**src/rtl/risk_ctrl_pkg.sv**
```systemverilog
// Shared encodings for the RISC control FSM: opcodes, ALU ops, state codes, decode class flags.
package risk_ctrl_pkg;

  localparam logic [3:0] OP_ADD  = 4'd0;
  localparam logic [3:0] OP_SUB  = 4'd1;
  localparam logic [3:0] OP_AND  = 4'd2;
  localparam logic [3:0] OP_OR   = 4'd3;
  localparam logic [3:0] OP_ADDI = 4'd4;
  localparam logic [3:0] OP_LW   = 4'd5;
  localparam logic [3:0] OP_SW   = 4'd6;
  localparam logic [3:0] OP_BEQ  = 4'd7;
  localparam logic [3:0] OP_HALT = 4'd15;

  localparam logic [2:0] ALU_ADD = 3'd0;
  localparam logic [2:0] ALU_SUB = 3'd1;
  localparam logic [2:0] ALU_AND = 3'd2;
  localparam logic [2:0] ALU_OR  = 3'd3;

  localparam logic [2:0] S_IDLE   = 3'd0;
  localparam logic [2:0] S_FETCH  = 3'd1;
  localparam logic [2:0] S_DECODE = 3'd2;
  localparam logic [2:0] S_EXEC   = 3'd3;
  localparam logic [2:0] S_MEM    = 3'd4;
  localparam logic [2:0] S_WB     = 3'd5;
  localparam logic [2:0] S_HALT   = 3'd6;

  typedef struct packed {
    logic alu;
    logic imm;
    logic load;
    logic store;
    logic branch;
    logic halt;
    logic illegal;
  } op_class_t;

endpackage

```
**src/rtl/risk_ctrl_fsm_if.sv**
```systemverilog
// Instruction/data memory req/ack handshake bundle; master is the control FSM, slave the memories.
interface risk_ctrl_fsm_if;
  logic imem_req;
  logic imem_ack;
  logic dmem_req;
  logic dmem_we;
  logic dmem_ack;

  modport master (output imem_req, dmem_req, dmem_we, input imem_ack, dmem_ack);
  modport slave  (input imem_req, dmem_req, dmem_we, output imem_ack, dmem_ack);
endinterface

```
**src/rtl/risk_ctrl_decode.sv**
```systemverilog
// Combinational opcode classifier: class flags plus the ALU operation for EXEC.
module risk_ctrl_decode
  import risk_ctrl_pkg::*;
#(
  parameter int OPW  = 4,
  parameter int ALUW = 3
) (
  input  logic [OPW-1:0]  op,
  output op_class_t       cls,
  output logic [ALUW-1:0] alu_op
);

  always_comb begin
    cls    = '0;
    alu_op = ALUW'(ALU_ADD);
    case (op)
      OP_ADD:  cls.alu = 1'b1;
      OP_SUB:  begin cls.alu = 1'b1; alu_op = ALUW'(ALU_SUB); end
      OP_AND:  begin cls.alu = 1'b1; alu_op = ALUW'(ALU_AND); end
      OP_OR:   begin cls.alu = 1'b1; alu_op = ALUW'(ALU_OR);  end
      OP_ADDI: cls.imm   = 1'b1;
      OP_LW:   cls.load  = 1'b1;
      OP_SW:   cls.store = 1'b1;
      OP_BEQ:  begin cls.branch = 1'b1; alu_op = ALUW'(ALU_SUB); end
      OP_HALT: cls.halt = 1'b1;
      default: cls.illegal = 1'b1;
    endcase
  end

endmodule

```
**src/rtl/risk_ctrl_fsm.sv**
```systemverilog
// Multi-cycle fetch/decode/exec/mem/wb sequencer driving all datapath enables and selects.
// Optional retired-instruction counter enabled by RISK_CTRL_PERF_EN.
module risk_ctrl_fsm
  import risk_ctrl_pkg::*;
#(
  parameter int OPW  = 4,
  parameter int ALUW = 3
) (
  input  logic            clk,
  input  logic            rst_n,
  input  logic            run,
  input  logic [OPW-1:0]  opcode,
  input  logic            alu_zero,
  risk_ctrl_fsm_if.master mem,
  output logic            ir_load,
  output logic            pc_inc,
  output logic            pc_load,
  output logic            imm_sel,
  output logic [ALUW-1:0] alu_op,
  output logic            rf_we,
  output logic            wb_sel,
  output logic            halted,
  output logic            illegal
`ifdef RISK_CTRL_PERF_EN
  , output logic [15:0]   retired
`endif
);

  logic [2:0]      state_q, state_d;
  logic [OPW-1:0]  op_q;
  logic [OPW-1:0]  dec_op;
  logic            illegal_q;
  op_class_t       cls;
  logic [ALUW-1:0] dec_alu_op;
  logic            imem_req_w, dmem_req_w, dmem_we_w;

  // DECODE steers on the live IR opcode; later states use the latched copy.
  assign dec_op = (state_q == S_DECODE) ? opcode : op_q;

  risk_ctrl_decode #(.OPW(OPW), .ALUW(ALUW)) u_decode (
    .op     (dec_op),
    .cls    (cls),
    .alu_op (dec_alu_op)
  );

  always_ff @(posedge clk or negedge rst_n) begin
    if (!rst_n) begin
      state_q   <= S_IDLE;
      op_q      <= '0;
      illegal_q <= 1'b0;
    end else begin
      state_q <= state_d;
      if (state_q == S_DECODE) begin
        op_q <= opcode;
        if (cls.illegal) illegal_q <= 1'b1;
      end
    end
  end

  always_comb begin
    state_d = state_q;
    case (state_q)
      S_IDLE:   if (run) state_d = S_FETCH;
      S_FETCH:  if (mem.imem_ack) state_d = S_DECODE;
      S_DECODE: state_d = (cls.halt || cls.illegal) ? S_HALT : S_EXEC;
      S_EXEC: begin
        if (cls.load || cls.store) state_d = S_MEM;
        else if (cls.branch)       state_d = S_FETCH;
        else                       state_d = S_WB;
      end
      S_MEM:    if (mem.dmem_ack) state_d = cls.load ? S_WB : S_FETCH;
      S_WB:     state_d = S_FETCH;
      S_HALT:   state_d = S_HALT;
      default:  state_d = S_IDLE;
    endcase
  end

  always_comb begin
    imem_req_w = 1'b0;
    dmem_req_w = 1'b0;
    dmem_we_w  = 1'b0;
    ir_load    = 1'b0;
    pc_inc     = 1'b0;
    pc_load    = 1'b0;
    imm_sel    = 1'b0;
    alu_op     = '0;
    rf_we      = 1'b0;
    wb_sel     = 1'b0;
    halted     = 1'b0;
    case (state_q)
      S_FETCH: begin
        imem_req_w = 1'b1;
        ir_load    = mem.imem_ack;
        pc_inc     = mem.imem_ack;
      end
      S_EXEC: begin
        alu_op  = dec_alu_op;
        imm_sel = cls.imm | cls.load | cls.store;
        pc_load = cls.branch & alu_zero;
      end
      S_MEM: begin
        dmem_req_w = 1'b1;
        dmem_we_w  = cls.store;
      end
      S_WB: begin
        rf_we  = 1'b1;
        wb_sel = cls.load;
      end
      S_HALT:  halted = 1'b1;
      default: ;
    endcase
  end

  assign mem.imem_req = imem_req_w;
  assign mem.dmem_req = dmem_req_w;
  assign mem.dmem_we  = dmem_we_w;
  assign illegal      = illegal_q;

`ifdef RISK_CTRL_PERF_EN
  logic [15:0] retired_q;
  logic        retire;

  // Counted on the exit cycle of each instruction's final state.
  assign retire = (state_q == S_WB)
                | (state_q == S_MEM  && mem.dmem_ack && cls.store)
                | (state_q == S_EXEC && cls.branch);

  always_ff @(posedge clk or negedge rst_n) begin
    if (!rst_n)      retired_q <= '0;
    else if (retire) retired_q <= retired_q + 16'd1;
  end

  assign retired = retired_q;
`endif

endmodule

```
**src/flat_wrapper.sv**
```systemverilog
// flat-port wrapper written by rule: the top's interface ports become plain ports
module risk_ctrl_fsm_flat import risk_ctrl_pkg::*;
#(
  parameter int OPW  = 4,
  parameter int ALUW = 3
)
  (clk, rst_n, run, opcode, alu_zero, ir_load, pc_inc, pc_load, imm_sel, alu_op, rf_we, wb_sel, halted, illegal, mem_imem_req, mem_dmem_req, mem_dmem_we, mem_imem_ack, mem_dmem_ack);
  risk_ctrl_fsm_if mem_i ();
  input  logic clk;
  input  logic rst_n;
  input  logic run;
  input  logic [OPW-1:0] opcode;
  input  logic alu_zero;
  output logic ir_load;
  output logic pc_inc;
  output logic pc_load;
  output logic imm_sel;
  output logic [ALUW-1:0] alu_op;
  output logic rf_we;
  output logic wb_sel;
  output logic halted;
  output logic illegal;
  output wire logic [$bits(mem_i.imem_req)-1:0] mem_imem_req;
  output wire logic [$bits(mem_i.dmem_req)-1:0] mem_dmem_req;
  output wire logic [$bits(mem_i.dmem_we)-1:0] mem_dmem_we;
  input wire logic [$bits(mem_i.imem_ack)-1:0] mem_imem_ack;
  input wire logic [$bits(mem_i.dmem_ack)-1:0] mem_dmem_ack;
  assign mem_imem_req = mem_i.imem_req;
  assign mem_dmem_req = mem_i.dmem_req;
  assign mem_dmem_we = mem_i.dmem_we;
  assign mem_i.imem_ack = mem_imem_ack;
  assign mem_i.dmem_ack = mem_dmem_ack;
  risk_ctrl_fsm #(.OPW(OPW), .ALUW(ALUW)) u_core (.clk(clk), .rst_n(rst_n), .run(run), .opcode(opcode), .alu_zero(alu_zero), .mem(mem_i), .ir_load(ir_load), .pc_inc(pc_inc), .pc_load(pc_load), .imm_sel(imm_sel), .alu_op(alu_op), .rf_we(rf_we), .wb_sel(wb_sel), .halted(halted), .illegal(illegal));
endmodule
```
**config.mk**
```make
export PLATFORM = sky130hd
export DESIGN_NAME = risk_ctrl_fsm_flat
export DESIGN_NICKNAME = d
export VERILOG_FILES = /design/src/rtl/risk_ctrl_pkg.sv /design/src/rtl/risk_ctrl_fsm_if.sv /design/src/rtl/risk_ctrl_decode.sv /design/src/rtl/risk_ctrl_fsm.sv /design/src/flat_wrapper.sv
export SDC_FILE = /design/constraint.sdc
export NUM_CORES = 1
export LEC_CHECK = 0
export CELL_PAD_IN_SITES_DETAIL_PLACEMENT = 1
export CELL_PAD_IN_SITES_GLOBAL_PLACEMENT = 1
export CORE_MARGIN = 1.5
export CORE_UTILIZATION = 29
export DETAILED_ROUTE_END_ITERATION = 10
export PLACE_DENSITY_LB_ADDON = 0.1
export SETUP_SLACK_MARGIN = 0.05
export SYNTH_ARGS = -nofsm -noshare
export SYNTH_HDL_FRONTEND = slang
export SYNTH_SLANG_ARGS = --single-unit
```
**constraint.sdc**
```tcl
create_clock -name clk -period 2 [get_ports clk]
set_clock_uncertainty 0.05 [all_clocks]
set_input_delay 0.3 -clock clk [delete_from_list [all_inputs] [get_ports clk]]
set_output_delay 0.3 -clock clk [all_outputs]
set_load 0.05 [all_outputs]
```
# Yosys cells after proc, flatten, opt, wreduce, memory -nomap -nowiden
# Cells that the tools add are included.
# totals
elab_cells,58
reg_bits,8
# classes
reduce_logical,8
bitwise_logic,4
n_mux,26
eq_ne,17
# op_table
op,count
$mux 3,7
$pmux 3 s7,1
$eq 4x3->1 const B,4
$mux 1,15
$eq 3x3->1 const B,3
$reduce_or 9->1,1
$eq 4x2->1 const B,2
$eq 3x2->1 const B,2
$ne 2x2->1 const B,3
$pmux 2 s3,1
$eq 4x1->1 const B,1
$eq 4x4->1 const B,1
$logic_not 4->1,1
$mux 4,1
$eq 3x1->1 const B,1
$logic_not 3->1,1
$reduce_and 3->1,1
$logic_or 1x1->1,2
$mux 2,1
$or 1x1->1,2
$reduce_and 2->1,1
$reduce_or 2->1,1
$and 1x1->1,1
$not 1->1,1

# Logic depth before layout (Yosys ltp)
# Gate-level depths: netlist of run 1.
# logic_depth
depth_word,8
depth_mapped,4
ltp_nobuf,3

# Hierarchy
# Synthesis of run 1 repeated with hierarchy kept, for this count alone.
# hier_totals
cells_unflattened,65
area_unflattened_um2,561.8
# by_module_without_submodules
module,seq_area_each_um2,area_per_inst_um2,instances,cells_per_inst
risk_ctrl_fsm,200.2,457.9,1,49
risk_ctrl_decode,0.0,103.8,1,16

# Worst setup path before layout of run 1
# No wires, ideal clock.
# synth_path
kind,register to output
from,register u_core.state_q[0]
to,output mem_dmem_we
arrival_time_ps,3402
required_time_ps,1650
path_stages_with_launch,4
setup_slack_ps,-1752
path_cell_list,dfrtp_1 buf_2 nor3_1 nor4b_1
# synth_via
elab_chain_len,5
word_cells_on_any_way,6
# synth_lines
element,line,rtl
from (decl),risk_ctrl_fsm.sv:29,"logic [2:0] state_q, state_d;"
from (signal assigned),risk_ctrl_fsm.sv:52,state_q <= state_d;
$eq 3x2->1,risk_ctrl_fsm.sv:38,assign dec_op = (state_q == S_DECODE) ? opcode : op_q;
$mux 4,n/a,
$eq 4x3->1,risk_ctrl_decode.sv:16,case (op)
$mux 1,risk_ctrl_decode.sv:16,
$mux 1 *,risk_ctrl_fsm.sv:90,case (state_q)
to (decl),flat_wrapper.sv:25,output wire logic [$bits(mem_i.dmem_we)-1:0] mem_dmem_we;
# Mark *: on every way between the ends. The rest lies on a longest branch, timed or not.

# Worst setup path in the final report of run 1
# layout_path
from,register u_core.state_q[2]
to,output alu_op[1]
# layout_via
elab_chain_len,6
word_cells_on_any_way,10
# layout_lines
element,line,rtl
$eq 3x2->1 *,risk_ctrl_fsm.sv:38,
$mux 4 *,n/a,
via u_core.dec_op[1],risk_ctrl_fsm.sv:31,logic [OPW-1:0] dec_op;
$eq 4x3->1 / $eq 4x1->1 (equally long branches),risk_ctrl_decode.sv:16,
$reduce_or 2->1 (no line),n/a,
$pmux 2 s3 *,risk_ctrl_decode.sv:16,
$mux 2 *,risk_ctrl_fsm.sv:90,
to (decl),flat_wrapper.sv:18,output logic [ALUW-1:0] alu_op;
# The timed path passes the listed nets; every way through them passes the cells marked *.

==> key figures, run 1 <==
Worst setup path
  • Startpoint types: flop
  • R2R depth: 4
  • Reg-to-reg critical path endpoint: u_core.state_q[2]
  • FF-to-FF setup slack: 490 ps
  • Crit Path Class: reg2out
  • Crit path DAT: 1590 ps
  • Type of element capturing the critical path: primary output
  • Max FO, Critical Path: 5
  • Worst EP required: 1650 ps
  • R2r startpoint: u_core.op_q[3]

Drt
  • DRT Pass-1 Iters: 3
  • Via count: 547
  • ANT nets after route: 0
  • 1st-iter DRT viols: 8
  • Routed vias/inst: 4.80
  • Drt drc: 0
  • Routed len/inst: 14.4 um
  • Routed WL: 1640 um

GRT
  • Total GRT Usage: 16.7%
  • Largest net degree at the start of global routing: 12
  • Initial antenna violation count: 0
  • Total grt overflow: 0
  • Vias in the first global route: 571
  • First-pass GRT wire length: 2520 um

Clock tree
  • # clock sinks: 8
  • Clock Latency Late Sink: 250 ps
  • Clock Tree Root: clkbuf_4
  • Clock buffer depth: 2
  • CTS tree: yes
  • CTS clk-pin slew, worst paths: 50 ps
  • CTS Hold Bufs: 0
  • H-tree Lvls: 1
  • Num CTS Buffers: 3

Placement
  • Port buffer count: 22
  • Placed Area: 981 um2
  • Gpl congestion: 0.732
  • Detailed Place HPWL: 1180 um
  • Pre-CTS WS: 258 ps

Timing
  • TNS Setup: 0 ps
  • Final period util: 97.1%
  • Maximum clock frequency: 515 MHz
  • RSZ-0062 raised after global routing: yes
  • Worst setup margin: 58.6 ps
  • Crit path time final: 1940 ps
  • Final hold viol count: 0
  • Number of setup violations in the final report: 0
  • Final slew viol count: 0

Die
  • FP Rows: 15
  • Full die area: 0.00216 mm2
  • Initial core utilization: 31.4%
  • Core area: 0.00175 mm2
  • Die Ht: 46.5 um
  • Die width: 46.5 um
  • I/O Pins: 24

Yosys
  • Synth Instances: 57
  • EDFF count, synth: 0
  • #FFs+latches synth: 8
  • Syn nets: 67
  • Distinct cells, synth: 29
  • Post-Synthesis Cell Area: 548 um2
  • Yosys warning total: 0
  • Ys flop type: dfrtp_1
  • Fraction of registers with async set/reset: 100%
  • Post-synthesis sequential area ratio: 36.5%
  • Avg Cell Area, Syn: 9.61 um2

Power
  • Peak VDD IR: 0.841 mV
  • Leak Pwr: 0.442 nW
  • Pwr Density: 1370 mW/mm2
  • Total Power: 1.49 mW

Cells and area
  • Fin nets: 100
  • Fin area: 0.00109 mm2
  • Layout cell share with drive strength beyond 1: 50.6%
  • ANT cells: 0
  • Area Overhead vs Synth: 98.9%

Outcome
  • Status: completed

Flow run
  • Max-Cap Viols: 0

Hold path
  • Min-Delay Path Class: in2async
-- Yosys cell counts (2+ instances only) --
| cell type | instances | area (um2) |
|---|---|---|
| buf_2 | 2 | 10.0 |
| nand3b_1 | 5 | 37.5 |
| nor3_1 | 3 | 15.0 |
| nor2_1 | 2 | 7.51 |
| mux2_2 | 3 | 33.8 |
| nor3b_1 | 4 | 30.0 |
| mux2i_1 | 2 | 20.0 |
| dfrtp_1 | 8 | 200 |
| o21ai_0 | 4 | 20.0 |
| nand2b_1 | 2 | 12.5 |
| inv_1 | 2 | 7.51 |
| buf_4 | 2 | 15.0 |
| nand2_1 | 2 | 7.51 |
-- state kept, by name, indices dropped and copies added, names as in the netlist --
register        cells
u_core.illegal      1
u_core.op_q         4
u_core.state_q      3
-- critical path: stages (launching register included) --
cell,delay (ps)
dfrtp_2,440
nor3b_4,260
mux2_4,330
and3_4,170
buf_6,140
-- area by class of cell --
| type | instances | area [um2] |
|---|---|---|
| multi-input cells | 42 | 404 |
| flip-flops and latches | 8 | 203 |
| fillers | 186 | 656 |
| inverters | 2 | 7.51 |
| well taps | 25 | 31.3 |
| clock buffers | 4 | 26.3 |
| repair buffers | 33 | 418 |
-- layer usage --
metal | global-route usage [%] | wire (um) | vias to the layer above | share of wire (%)
met2 | 29.2 | 896 | 14 | 55
met4 | 5.14 | 0 | 0 | 0
li1 | - | - | 270 | -
met5 | 0 | 0 | - | 0
met1 | 21.7 | 702 | 263 | 43
met3 | 1.18 | 38 | 0 | 2.3
-- worst max-delay path by stage --
stage | start | to | slack [ps] | depth (start not counted)
2_1_floorplan | u_core.state_q[0] | halted | -120 | 2
3_3_place_gp | u_core.state_q[2] | alu_op[1] | 290 | 4
3_5_place_dp | u_core.state_q[1] | alu_op[0] | 260 | 5
4_1_cts | u_core.state_q[2] | alu_op[0] | 40 | 5
5_1_grt | u_core.state_q[2] | alu_op[1] | 10 | 4
6_report | u_core.state_q[2] | alu_op[1] | 60 | 4
-- report_power, final --
group | internal (mW) | total, mW | switching (mW) | leakage [nW]
clock | 0.0760 | 0.127 | 0.0507 | 0.0150
sequential | 0.240 | 0.371 | 0.131 | 0.0925
combinational | 0.478 | 0.996 | 0.518 | 0.335
total | 0.794 | 1.49 | 0.699 | 0.442
-- cells in the final DEF (no fill, tap or decap), types with 2 or more instances in the layout --
master,n
clkbuf_4,3
dfrtp_1,6
mux2_2,3
buf_12,11
mux2i_1,2
nor3_4,2
o21ai_0,4
nor3b_4,3
nand2_1,2
nand3b_1,5
dfrtp_2,2
nand2b_1,2
buf_6,2
clkdlybuf4s50_1,10
buf_4,10
-- cell families after synthesis --
family / Yosys count / synth area share (%)
AO/OA/AOI/OAI: 9 / 10.7
XOR/XNOR: 1 / 1.60
buffers and inverters: 7 / 6.85
flip-flops: 8 / 36.5
multiplexers: 6 / 12.6
other: 1 / 0.684
AND/OR/NAND/NOR: 25 / 31.1
-- timing repair --
| item | 4_1_cts | 5_1_grt |
|---|---|---|
| gates resized for setup | 3 | 3 |
| pin swaps | 1 | 3 |
| setup endpoints to repair | 4 | 5 |
| buffers inserted | 4 | 4 |
-- through the flow --
stage	std cells	util [%]	hold WS, ps
floorplan	57	-	-45.6
global placement	102	56.2	415
detailed placement	102	56.2	425
CTS	110	59.9	274
global route	114	62.4	298
finish	114	62.4	278
Power figures use the tool's default switching activity.
==> inputs of run 2 (changes only) <==
Settings changed: CORE_UTILIZATION 29 to 26, TNS_END_PERCENT from default to 20.
Clock period 2 ns to 1.7 ns, I/O delays scaled along.
==> key figures, run 2 (synthesis gave the netlist of run 1 again) <==
Drt
  • Via count: 578
  • Drt drc: 0
  • ANT nets after route: 0
  • Routed WL: 1620 um
  • 1st-iter DRT viols: 5
  • Routed len/inst: 13.8 um
  • DRT Pass-1 Iters: 4
  • Routed vias/inst: 4.90

Timing
  • Final slew viol count: 0
  • Hold slack: 231 ps
  • Final hold viol count: 0
  • Number of setup violations in the final report: 10
  • TNS Setup: -997 ps
  • Final period util: 114%
  • Crit path time final: 1940 ps
  • RSZ-0062 raised after global routing: yes
  • Worst setup margin: -240 ps
  • Maximum clock frequency: 515 MHz

Cells and area
  • ANT cells: 0
  • Layout cell share with drive strength beyond 1: 51.6%
  • Most frequent cells in the layout: buf_12, buf_4, clkdlybuf4s50_1
  • Largest register FFs: 4
  • Fin nets: 102
  • Filler cells: 203
  • Final non-filler cell total: 118
  • Area Overhead vs Synth: 104%
  • Largest register by flop count: u_core.op_q
  • Fin util: 56.4%

Clock tree
  • CTS Hold Bufs: 0
  • Clock Tree Root: clkbuf_4
  • # clock sinks: 8
  • CTS clk-pin slew, worst paths: 60 ps
  • H-tree Lvls: 1
  • Clock Latency Late Sink: 250 ps
  • Num CTS Buffers: 3
  • Clock buffer depth: 2
  • CTS tree: yes

Die
  • Die Ht: 48.9 um
  • Die width: 48.9 um
  • Core area: 0.00198 mm2
  • Full die area: 0.00239 mm2
  • FP Rows: 16
  • Initial core utilization: 27.7%
  • I/O Pins: 24

GRT
  • Vias in the first global route: 599
  • Initial antenna violation count: 0
  • Total grt overflow: 0
  • Largest net degree at the start of global routing: 9
  • First-pass GRT wire length: 2760 um
  • Total GRT Usage: 14.9%

Worst setup path
  • R2r startpoint: u_core.state_q[2]
  • Type of element capturing the critical path: primary output
  • FF-to-FF setup slack: 300 ps
  • Crit path DAT: 1640 ps
  • R2R depth: 3
  • Reg-to-reg critical path endpoint: u_core.op_q[3]
  • Startpoint types: flop
  • Worst EP required: 1390 ps
  • Max FO, Critical Path: 4
  • Crit Path Class: reg2out

Outcome
  • Status: complete, but fails checks
  • Failing checks: negative setup slack

Hold path
  • Min-Delay Path Class: in2async

Placement
  • Pre-CTS WS: 0.142 ps
  • Cells after DPL: 113
  • Port buffer count: 22
  • Detailed Place HPWL: 1320 um
  • Gpl congestion: 0.769

Power
  • Leak Pwr: 0.457 nW
  • Pwr Density: 1620 mW/mm2
  • Peak VDD IR: 1.05 mV

Flow run
  • Max-Cap Viols: 0
run 2: changes by cell type in the layout (fill, tap and decap cells not counted), sizes merged:
cell	previous run	this run
buf	23	26
clkdlybuf4s50	10	9
run 2: critical path, cell delays in order, from the launching register on:
cell     delay, ps
dfrtp_2        430
nor3b_4        290
mux2_4         340
and3_4         170
buf_8          140
run 2: cell type report:
class / instances / area (um2) / area share (%)
Multi-Input combinational cell: 42 / 407 / 36.4
Timing Repair Buffer: 35 / 442 / 39.5
Sequential cell: 8 / 203 / 18.1
Inverter: 2 / 7.51 / 0.671
Tap cell: 27 / 33.8 / 3.02
Clock buffer: 4 / 26.3 / 2.35
run 2: power by group:
group          total (mW)  internal (mW)  switching, mW  leakage [nW]
Sequential          0.392          0.284          0.108        0.0925
Combinational        1.27          0.614          0.653         0.349
Clock               0.157         0.0899         0.0668        0.0150
Total                1.82          0.988          0.828         0.457
run 2: metrics by stage:
stage / power, mW / cell area (um2)
4_1_cts: 1.82 / 1110
3_3_place_gp: 1.58 / 1050
5_1_grt: 1.93 / 1120
6_report: 1.82 / 1120
3_5_place_dp: 1.60 / 1050
2_1_floorplan: 1.10 / 627
run 2: timing repair:
action,CTS,global route
gates resized for setup,7,3
pin swaps,3,1
buffers inserted,1,0
endpoints found under the setup margin,11,12
run 2: worst max path at each step:
| stage | startpoint | to | slack (ps) | cells past startpoint |
|---|---|---|---|---|
| after floorplan | u_core.state_q[0] | halted | -370 | 2 |
| after global placement | u_core.state_q[1] | alu_op[0] | 30 | 5 |
| after detailed placement | u_core.state_q[0] | alu_op[1] | 0.1 | 4 |
| after CTS | u_core.state_q[2] | alu_op[1] | -240 | 4 |
| after global routing | u_core.state_q[2] | alu_op[1] | -300 | 4 |
| final | u_core.state_q[2] | alu_op[1] | -240 | 4 |
run 2: metal layers:
metal  up-vias  GRT usage [%]  part of all wire (%)
met5         -              0                     0
met4         0           4.29                  0.37
met3         2           3.07                   3.1
met2        15           26.7                    53
met1       288           18.0                    43
li1        273              -                     -
==> inputs of run 3 (changes only) <==
Settings changed: CORE_UTILIZATION 26 to 31.
Clock period 1.7 ns to 2.3 ns, I/O delays scaled along.
==> key figures, run 3 (synthesis gave the netlist of run 1 again) <==
Worst setup path
  • Crit path DAT: 1700 ps
  • Worst EP required: 1900 ps
  • Max FO, Critical Path: 13
  • Startpoint types: flop
  • Crit Path Class: reg2out
  • Type of element capturing the critical path: primary output

Placement
  • Gpl congestion: 0.726
  • Pre-CTS WS: 311 ps
  • Cells after DPL: 93
  • Detailed Place HPWL: 1040 um
  • Placed Area: 850 um2
  • Port buffer count: 22

Clock tree
  • Post CTS Setup Buffer Count: 0
  • Num CTS Buffers: 3
  • Clock Tree Root: clkbuf_4
  • CTS tree: yes
  • CTS Hold Bufs: 0
  • H-tree Lvls: 1
  • Clock buffer depth: 2
  • CTS clk-pin slew, worst paths: 60 ps
  • Clock Latency Late Sink: 260 ps
  • # clock sinks: 8

Drt
  • ANT nets after route: 0
  • Routed vias/inst: 5.31
  • Routed WL: 1310 um
  • Routed len/inst: 13.6 um
  • 1st-iter DRT viols: 5
  • Drt drc: 0
  • DRT Pass-1 Iters: 3
  • Via count: 510

Cells and area
  • Fin area: 873 um2
  • Fin util: 51.7%
  • Fin nets: 91
  • Layout cell share with drive strength beyond 1: 36.7%
  • Most frequent cells in the layout: clkdlybuf4s50_1, buf_4, buf_12, dfrtp_1, nand3b_1
  • Largest register by flop count: u_core.op_q
  • ANT cells: 0
  • Commonest non-fill, non-tap cell in the layout: clkdlybuf4s50_1
  • Final non-filler cell total: 96
  • Largest register FFs: 4
  • Area Overhead vs Synth: 59.4%

Timing
  • Final hold viol count: 0
  • RSZ-0062 raised after global routing: no
  • Maximum clock frequency: 477 MHz
  • Worst setup margin: 202 ps
  • Final slew viol count: 0
  • Final period util: 91.2%
  • Crit path time final: 2100 ps
  • Hold slack: 307 ps
  • Number of setup violations in the final report: 0

Outcome
  • Status: completed

Die
  • Initial core utilization: 32.4%
  • Die Ht: 45.0 um
  • Full die area: 0.00203 mm2
  • Core area: 0.00169 mm2
  • FP Rows: 15
  • I/O Pins: 24
  • Die width: 45.0 um

GRT
  • Total grt overflow: 0
  • Largest net degree at the start of global routing: 14
  • Total GRT Usage: 16.6%
  • Vias in the first global route: 478
  • Initial antenna violation count: 0
  • First-pass GRT wire length: 2340 um

Power
  • Pwr Density: 1210 mW/mm2
  • Peak VDD IR: 0.618 mV
  • Leak Pwr: 0.354 nW

Hold path
  • Min-Delay Path Class: in2async

Flow run
  • Max-Cap Viols: 0
## run 3: timing repair
item	CTS	global route
resized for setup	1	2
gates cloned	0	0
endpoints found under the setup margin	1	2
## run 3: layer usage
layer,up-vias,routed length [um],GRT usage [%]
met4,0,25,7.06
met3,5,66,6.00
li1,250,-,-
met2,14,628,24.3
met5,-,0,0
met1,241,587,21.8
## run 3: metrics by stage
step	setup TNS [ps]	total power, mW
5_1_grt	0	1.14
6_report	0	1.06
3_3_place_gp	0	0.946
2_1_floorplan	-552	0.749
3_5_place_dp	0	0.952
4_1_cts	0	1.07
## run 3: path summary, 6_finish.rpt
| check | slack [ps] | endpoint | from | cells past startpoint |
|---|---|---|---|---|
| setup / recovery | 200 | alu_op[1] | u_core.state_q[0] | 4 |
| hold / removal | 310 | u_core.op_q[0] | rst_n | 1 |
| setup reg to reg | 850 | u_core.op_q[3] | u_core.state_q[0] | 3 |
| hold reg to reg | 420 | u_core.illegal | u_core.illegal | 1 |
| max in group asynchronous | 1590 | u_core.state_q[0] | rst_n | 1 |
| min in group clk | 420 | u_core.illegal | u_core.illegal | 1 |
## run 3: power breakdown
group          leakage [nW]  switching [mW]  internal, mW
sequential           0.0928           0.132         0.210
combinational         0.247           0.321         0.284
clock                0.0138          0.0534        0.0601
total                 0.354           0.506         0.554
## run 3: critical path: stages (launching register included)
cell     delay, ps
dfrtp_2        490
nor3b_4        290
mux2_4         330
and3_1         160
buf_4          180
## run 3: layout make-up
cell class,count,area (um2)
repair buffers,24,282
fillers,177,816
well taps,17,21.3
clock buffers,3,22.5
flip-flops and latches,8,203
inverters,2,7.51
multi-input cells,42,338
